[config.mk]
export PLATFORM = sky130hd
export DESIGN_NAME = mm_match_unit
export DESIGN_NICKNAME = d
export VERILOG_FILES = /design/src/rtl/mm_match_unit.sv
export SDC_FILE = /design/constraint.sdc
export NUM_CORES = 2
export LEC_CHECK = 0
export ABC_AREA = 1
export BUFFER_PORTS_ARGS = -buffer_cell sky130_fd_sc_hd__buf_4
export CAP_MARGIN = 40
export CORE_MARGIN = 2
export CORE_UTILIZATION = 25
export CTS_CLUSTER_DIAMETER = 30
export CTS_CLUSTER_SIZE = 30
export DETAILED_ROUTE_END_ITERATION = 12
export PLACE_DENSITY_LB_ADDON = 0.2
export SYNTH_ARGS = -nofsm -noshare
export SYNTH_HDL_FRONTEND = slang
export SYNTH_SLANG_ARGS = --single-unit
[constraint.sdc]
create_clock -name clk -period 60.9 [get_ports clk]
set_input_delay 3.045 -clock clk [delete_from_list [all_inputs] [get_ports clk]]
set_output_delay 3.045 -clock clk [all_outputs]
set_load 0.01 [all_outputs]
[src/rtl/mm_match_unit.sv]
`default_nettype none
// ============================================================================
//  Module   : mm_match_unit
//  Brief    : 16-entry tag-matching memory for operand token firing control.
//  Revision : 1.0 - initial release
// ============================================================================
module mm_match_unit #(
    parameter int TAG_W  = 16,
    parameter int DATA_W = 32
) (
    input  logic                 clk,
    input  logic                 reset,
    input  logic                 in_valid,
    output logic                 in_ready,
    input  logic [TAG_W-1:0]     in_tag,
    input  logic                 in_lr,
    input  logic [DATA_W-1:0]    in_data,
    output logic [15:0]          mmc_mtch_rslt,
    output logic [16*DATA_W-1:0] mmc_data_all,
    input  logic [DATA_W-1:0]    mmc_data,
    output logic                 out_valid,
    input  logic                 out_ready,
    output logic [TAG_W-1:0]     out_tag,
    output logic [DATA_W-1:0]    out_ldata,
    output logic [DATA_W-1:0]    out_rdata,
    output logic [4:0]           occupancy,
    output logic                 ovf
);

    localparam logic [1:0] S_IDLE = 2'd0;
    localparam logic [1:0] S_CMP  = 2'd1;
    localparam logic [1:0] S_RSLT = 2'd2;
    localparam logic [1:0] S_OUT  = 2'd3;

    logic [1:0]        r_state;
    logic [1:0]        w_next_state;
    logic              w_in_ready;

    logic [TAG_W-1:0]  r_in_tag;
    logic              r_in_lr;
    logic [DATA_W-1:0] r_in_data;

    logic [15:0]       r_valid;
    logic [15:0]       r_mtch;
    logic [15:0]       w_raw_hit;
    logic [15:0]       w_hit_oh;
    logic [15:0]       w_free_oh;
    logic              w_free_any;
    logic              w_hit;
    logic              w_accept;
    logic              w_miss_wr;

    logic              r_out_valid;
    logic [TAG_W-1:0]  r_out_tag;
    logic [DATA_W-1:0] r_out_ldata;
    logic [DATA_W-1:0] r_out_rdata;
    logic [4:0]        r_occ;
    logic              r_ovf;

    assign w_accept   = in_valid && w_in_ready;
    assign w_hit      = |r_mtch;
    assign w_free_any = ~&r_valid;
    assign w_miss_wr  = (r_state == S_RSLT) && !w_hit && w_free_any;

    // Lowest-index priority for both the hit vector and the free-slot pick.
    always_comb begin
        w_hit_oh  = '0;
        w_free_oh = '0;
        for (int i = 15; i >= 0; i--) begin
            if (w_raw_hit[i]) begin
                w_hit_oh    = '0;
                w_hit_oh[i] = 1'b1;
            end
            if (!r_valid[i]) begin
                w_free_oh    = '0;
                w_free_oh[i] = 1'b1;
            end
        end
    end

    generate
        for (genvar gi = 0; gi < 16; gi++) begin : g_entry
            logic [TAG_W-1:0]  r_tag;
            logic              r_lr;
            logic [DATA_W-1:0] r_data;

            always_ff @(posedge clk or posedge reset) begin
                if (reset) begin
                    r_tag  <= '0;
                    r_lr   <= 1'b0;
                    r_data <= '0;
                end else if (w_miss_wr && w_free_oh[gi]) begin
                    r_tag  <= r_in_tag;
                    r_lr   <= r_in_lr;
                    r_data <= r_in_data;
                end
            end

            assign w_raw_hit[gi] = r_valid[gi] && (r_tag == r_in_tag) && (r_lr != r_in_lr);
            assign mmc_data_all[DATA_W*gi +: DATA_W] = r_data;
        end
    endgenerate

    always_ff @(posedge clk or posedge reset) begin
        if (reset) r_state <= S_IDLE;
        else       r_state <= w_next_state;
    end

    always_comb begin
        w_next_state = r_state;
        w_in_ready   = 1'b0;
        case (r_state)
            S_IDLE: begin
                w_in_ready = 1'b1;
                if (in_valid) w_next_state = S_CMP;
            end
            S_CMP:  w_next_state = S_RSLT;
            S_RSLT: w_next_state = w_hit ? S_OUT : S_IDLE;
            S_OUT:  if (out_ready) w_next_state = S_IDLE;
            default: w_next_state = S_IDLE;
        endcase
    end

    always_ff @(posedge clk or posedge reset) begin
        if (reset) begin
            r_in_tag    <= '0;
            r_in_lr     <= 1'b0;
            r_in_data   <= '0;
            r_valid     <= '0;
            r_mtch      <= '0;
            r_out_valid <= 1'b0;
            r_out_tag   <= '0;
            r_out_ldata <= '0;
            r_out_rdata <= '0;
            r_occ       <= '0;
            r_ovf       <= 1'b0;
        end else begin
            if (w_accept) begin
                r_in_tag  <= in_tag;
                r_in_lr   <= in_lr;
                r_in_data <= in_data;
            end

            // Vector is only live for the single RSLT cycle that follows CMP.
            r_mtch <= (r_state == S_CMP) ? w_hit_oh : 16'h0000;

            if (r_state == S_RSLT) begin
                if (w_hit) begin
                    r_out_tag   <= r_in_tag;
                    r_out_ldata <= r_in_lr ? mmc_data : r_in_data;
                    r_out_rdata <= r_in_lr ? r_in_data : mmc_data;
                    r_out_valid <= 1'b1;
                    r_valid     <= r_valid & ~r_mtch;
                    r_occ       <= r_occ - 5'd1;
                end else if (w_free_any) begin
                    r_valid <= r_valid | w_free_oh;
                    r_occ   <= r_occ + 5'd1;
                end else begin
                    r_ovf <= 1'b1;
                end
            end

            if ((r_state == S_OUT) && out_ready) r_out_valid <= 1'b0;
        end
    end

    assign in_ready      = w_in_ready;
    assign mmc_mtch_rslt = r_mtch;
    assign out_valid     = r_out_valid;
    assign out_tag       = r_out_tag;
    assign out_ldata     = r_out_ldata;
    assign out_rdata     = r_out_rdata;
    assign occupancy     = r_occ;
    assign ovf           = r_ovf;

endmodule
`default_nettype wire
After elaboration in Yosys (flattened, before gate mapping)
Cells that the tools add are included.
Word-level totals
  output and inout port bits: 616
  register bits: 954
  word-level logic and storage cells: 215
  bits of input ports: 85
Cells by class
  add/sub/neg operators: 2
  equal/unequal tests: 38
  reduce and logical (&&, ||, !) cells: 64
  bitwise logic cells: 4
  mux-type cells: 47
Operators with widths (count)
  $mux W16: 35
  $eq A16 B16 Y1: 16
  $mux W32: 2
  $logic_and A1 B1 Y1: 52
  $reduce_and A18 Y1: 1
  $and A16 B16 Y16: 1
  $ne A1 B1 Y1: 16
  $not A16 Y16: 1
  $or A16 B16 Y16: 1
  $reduce_and A16 Y1: 1
  $reduce_or A16 Y1: 1
  $mux W5: 2
  $pmux W2 S4: 1
  $reduce_and A2 Y1: 4
  $mux W2: 3
  $ne A2 B2 Y1 const B: 3
  $add A5 B1 Y5 const B: 1
  $sub A5 B1 Y5 const B: 1
  $eq A2 B2 Y1 const B: 2
  $mux W1: 4
  $reduce_bool A2 Y1: 2
  $eq A2 B1 Y1 const B: 1
  $logic_not A1 Y1: 2
  $logic_not A2 Y1: 1
  $not A1 Y1: 1

Logic depth before layout (Yosys ltp)
  depth after elaboration: 20
  mapped depth: 14
  gate-level depth less buffers: 12

Worst setup path after synthesis
No wires, ideal clock.
  kind: in2reg
  from: input in_valid
  to: register r_in_data[10]
  path slack: 56.888 ns
  library setup time: 0.134 ns
  required time: 60.766 ns
  stages: 4
  buffers on the path: 2
  arrival time: 3.878 ns
  path through: nand2_1 -> clkbuf_1 -> clkbuf_1 -> a21oi_1
Between the ends
  word-level cells in the longest chain between the ends: 1
Ends and longest elaborated chain
  start, declared: line 13  | input logic in_valid,
  $logic_and A1 B1 Y1: line 60  | assign w_accept = in_valid && w_in_ready;
  end signal, assigned: line 141  | r_in_data <= in_data;
  end, declared: line 41  | logic [DATA_W-1:0] r_in_data;
No other way between the ends.
A chain may end at the register's enable or synchronous reset.

==> impl_metrics.py <==
metrics = {
    "status": {
        "status": "complete, no violations",
    },
    "synth": {
        "synth_area_sq_um": 39500,
        "yosysSeqAreaShare": 0.605,
        "ys_seq_elements": 954,
        "syn_avg_cell_area_sq_um": 8.83,
        "synth_edf_count": 0,
        "synth_cell_types": 37,
        "synth-async-reset-ratio": 1.00,
        "synthFlopType": "dfrtp_1",
        "synth_nets": 4558,
        "yosysWarnings": 0,
        "syn_inst": 4469,
    },
    "clocking": {
        "numClockSinks": 954,
        "numCtsBuffers": 282,
        "cts_hold_buf": 0,
        "cts_root_buf": "clkbuf_16",
        "clk_pin_slew_ns": 0.04,
        "cts_tree": "built",
        "clockBufferDepth": 4,
        "ctsResizeCount": 0,
        "clk_latency_ns": 0.90,
        "cts_setup_buffers": 0,
        "cts.htree.levels": 5,
    },
    "critical_path": {
        "crit_slowest_cell": "buf_4",
        "r2r_start": "mmc_mtch_rslt[1]",
        "reg2reg_to": "g_entry[14].r_data[3]",
        "worstSetupStartpointType": "input pin",
        "critPathMaxFanout": 168,
        "worst-r2r-cell-count": 12,
        "worstPathRequired_ns": 61.70,
        "end_kind": "asynchronous set/reset pin",
        "crit_path_start": "reset",
        "crit_chain": "buf_4, inv_8, buf_16, buf_4, buf_4, buf_12",
        "crit_type": "input pin to asynchronous set/reset pin",
        "crit_path_frequent_cell": "buf_4",
        "cp.arrival_ns": 6.12,
        "rrSetupSlack_ns": 57.15,
        "slowest_delay_ns": 0.72,
    },
    "final_layout": {
        "synthToLayoutAreaGrowth_pct": 43.8,
        "nets": 5337,
        "layout_common_cells": "nand2_1 (1488), dfrtp_1 (952), o21ai_0 (770)",
        "drive_gt1_frac": 0.238,
        "fillers": 16000,
        "final_common_cell": "nand2_1",
    },
    "global_routing": {
        "grt_max_degree": 169,
        "grt_overflow_total": 0,
        "grt_pass1_wl_microns": 233000,
        "antenna_found_initial": 15,
        "grt_pass1_vias": 33000,
        "grt.total_usage": 0.197,
    },
    "drt": {
        "vias": 33400,
        "final_antenna_net_count": 0,
        "wl_per_cell_microns": 21.3,
        "drt_iter0_drc": 2521,
        "drc": 0,
        "viasPerCell": 4.45,
        "dr.pass1.iters": 6,
        "routed_wl_microns": 160000,
    },
    "floorplanning": {
        "dieArea_sq_um": 161000,
        "coreArea_sq_um": 157000,
        "die_w_microns": 401,
        "die_y_microns": 401,
        "rows": 145,
        "start_util": 0.252,
        "io_pins": 701,
    },
    "worst_hold_path": {
        "holdPathEnd": "occupancy[4]",
        "hold_path_class": "flip-flop to flip-flop",
        "whs_path_depth": 1,
        "min_from": "occupancy[4]",
    },
    "timing": {
        "timing.fmax_ghz": 0.188,
        "min_period_over_period": 0.0873,
        "tightest_slew_ns": 1.01,
        "finalSetupViolCount": 0,
        "slew_headroom": 0.325,
        "finalHoldViolations": 0,
        "whs_ns": 0.474,
        "finalSetupTns_ns": 0,
        "setup_ws_ns": 55.58,
        "fin_crit_ns": 5.32,
        "finalClockSkew_ns": 0.0968,
        "grt_setup_unrepaired": "no",
        "maxSlewViolCount": 0,
    },
    "power": {
        "intPower_w": 0.00206,
        "peakVddDrop_mv": 0.0281,
        "leakage_nw": 27.5,
        "p_seq_frac": 0.277,
        "combPwrFrac": 0.262,
        "powerDensity_nw_per_um2": 54.9,
        "swShare": 0.338,
        "p_sw_w": 0.00105,
        "power_frac_clock": 0.461,
    },
    "placed_design": {
        "place_congestion": 0.810,
        "portBuffers": 700,
        "dpl_worst_slack_ns": 54.54,
        "dp_hpwl_microns": 108000,
    },
    "run": {
        "drv_cap": 0,
    },
}
routing by layer:
| metal | GRT usage | vias up | wire (microns) |
|---|---|---|---|
| met4 | 0.0686 | 6 | 4850 |
| met3 | 0.0708 | 271 | 13400 |
| li1 | - | 16000 | - |
| met5 | 0 | - | 43 |
| met2 | 0.317 | 1111 | 75000 |
| met1 | 0.243 | 16000 | 66800 |
state kept, by name, summed over array words and instances (netlist names), 2 cells and up:
signal,flops
out_ldata,32
occupancy,5
out_rdata,32
r_in_data,32
g_entry.r_lr,16
mmc_mtch_rslt,16
r_in_tag,16
r_valid,16
g_entry.r_data,512
out_tag,16
g_entry.r_tag,256
r_state,2
cell type report:
class / instances / area (sq um) / share of cell area
Sequential cell: 954 / 23900 / 0.421
Clock buffer: 365 / 7840 / 0.138
Antenna cell: 12 / 30.0 / 0.000529
Clock inverter: 109 / 1450 / 0.0255
Multi-Input combinational cell: 3000 / 13400 / 0.235
Timing Repair Buffer: 811 / 6860 / 0.121
Inverter: 199 / 758 / 0.0134
Tap cell: 2058 / 2570 / 0.0454
logic make-up (layout without fill, tap and decap cells):
family	Yosys count	after routing	share of synthesized area
simple gates	1898	1898	0.187
compound gates	1027	1027	0.133
flops	954	954	0.605
buf+inv	515	1484	0.0580
xor+xnor	71	71	0.0158
fa+ha+maj	4	4	0.00146
other cells	0	12	0
power by group through the flow:
stage	clock network (W)	registers (W)	logic [W]
after CTS	0.00146	0.000863	0.000835
after detailed placement	0	0.000869	0.000833
after global placement	0	0.000867	0.000786
final	0.00144	0.000864	0.000818
after floorplan	0	0.000881	0.000361
after global routing	0.00150	0.000881	0.000896
worst max-delay path: cells and delay by family:
kind / cells / cell delay, ns
buffers and inverters: 6 / 2.70
synthesized netlist by cell type, types with 2 or more instances:
cell,count,share of area
a21oi_1,66,0.0084
a31oi_1,64,0.010
buf_1,4,0.00038
buf_2,52,0.0066
buf_4,18,0.0034
buf_6,28,0.0080
clkbuf_1,205,0.020
clkbuf_2,9,0.0011
clkinv_1,4,0.00038
dfrtp_1,954,0.61
ha_1,3,0.00095
inv_1,191,0.018
inv_2,4,0.00038
nand2_1,1494,0.14
nand2_2,2,0.00032
nand2_4,9,0.0026
nand3_1,39,0.0049
nand4_1,11,0.0017
nor2_1,307,0.029
nor3_1,8,0.0010
nor3_2,2,0.00051
nor4_1,2,0.00032
o211ai_1,9,0.0017
o21ai_0,770,0.098
o21ai_1,113,0.014
o22ai_1,2,0.00032
or2_2,20,0.0032
xnor2_1,47,0.010
xor2_1,24,0.0053
stage by stage:
step / total power [W] / area [sq um] / util / std cells
2_1_floorplan: 0.00124 / 39500 / - / 4469
3_3_place_gp: 0.00165 / 46400 / 0.296 / 6979
3_5_place_dp: 0.00170 / 47400 / 0.303 / 7022
4_1_cts: 0.00316 / 56700 / 0.362 / 7496
5_1_grt: 0.00328 / 56700 / 0.362 / 7500
6_report: 0.00312 / 56700 / 0.362 / 7508
worst max path at each step:
stage	end	slack [ns]	depth (start not counted)
finish	g_entry[15].r_data[27]	55.58	6
CTS	r_in_lr	55.52	6
global placement	r_in_lr	54.49	5
detailed placement	r_in_lr	54.54	6
floorplan	g_entry[0].r_data[0]	31.02	1
global route	g_entry[15].r_data[25]	55.17	6
No activity file was read; power rests on OpenSTA's default activity.
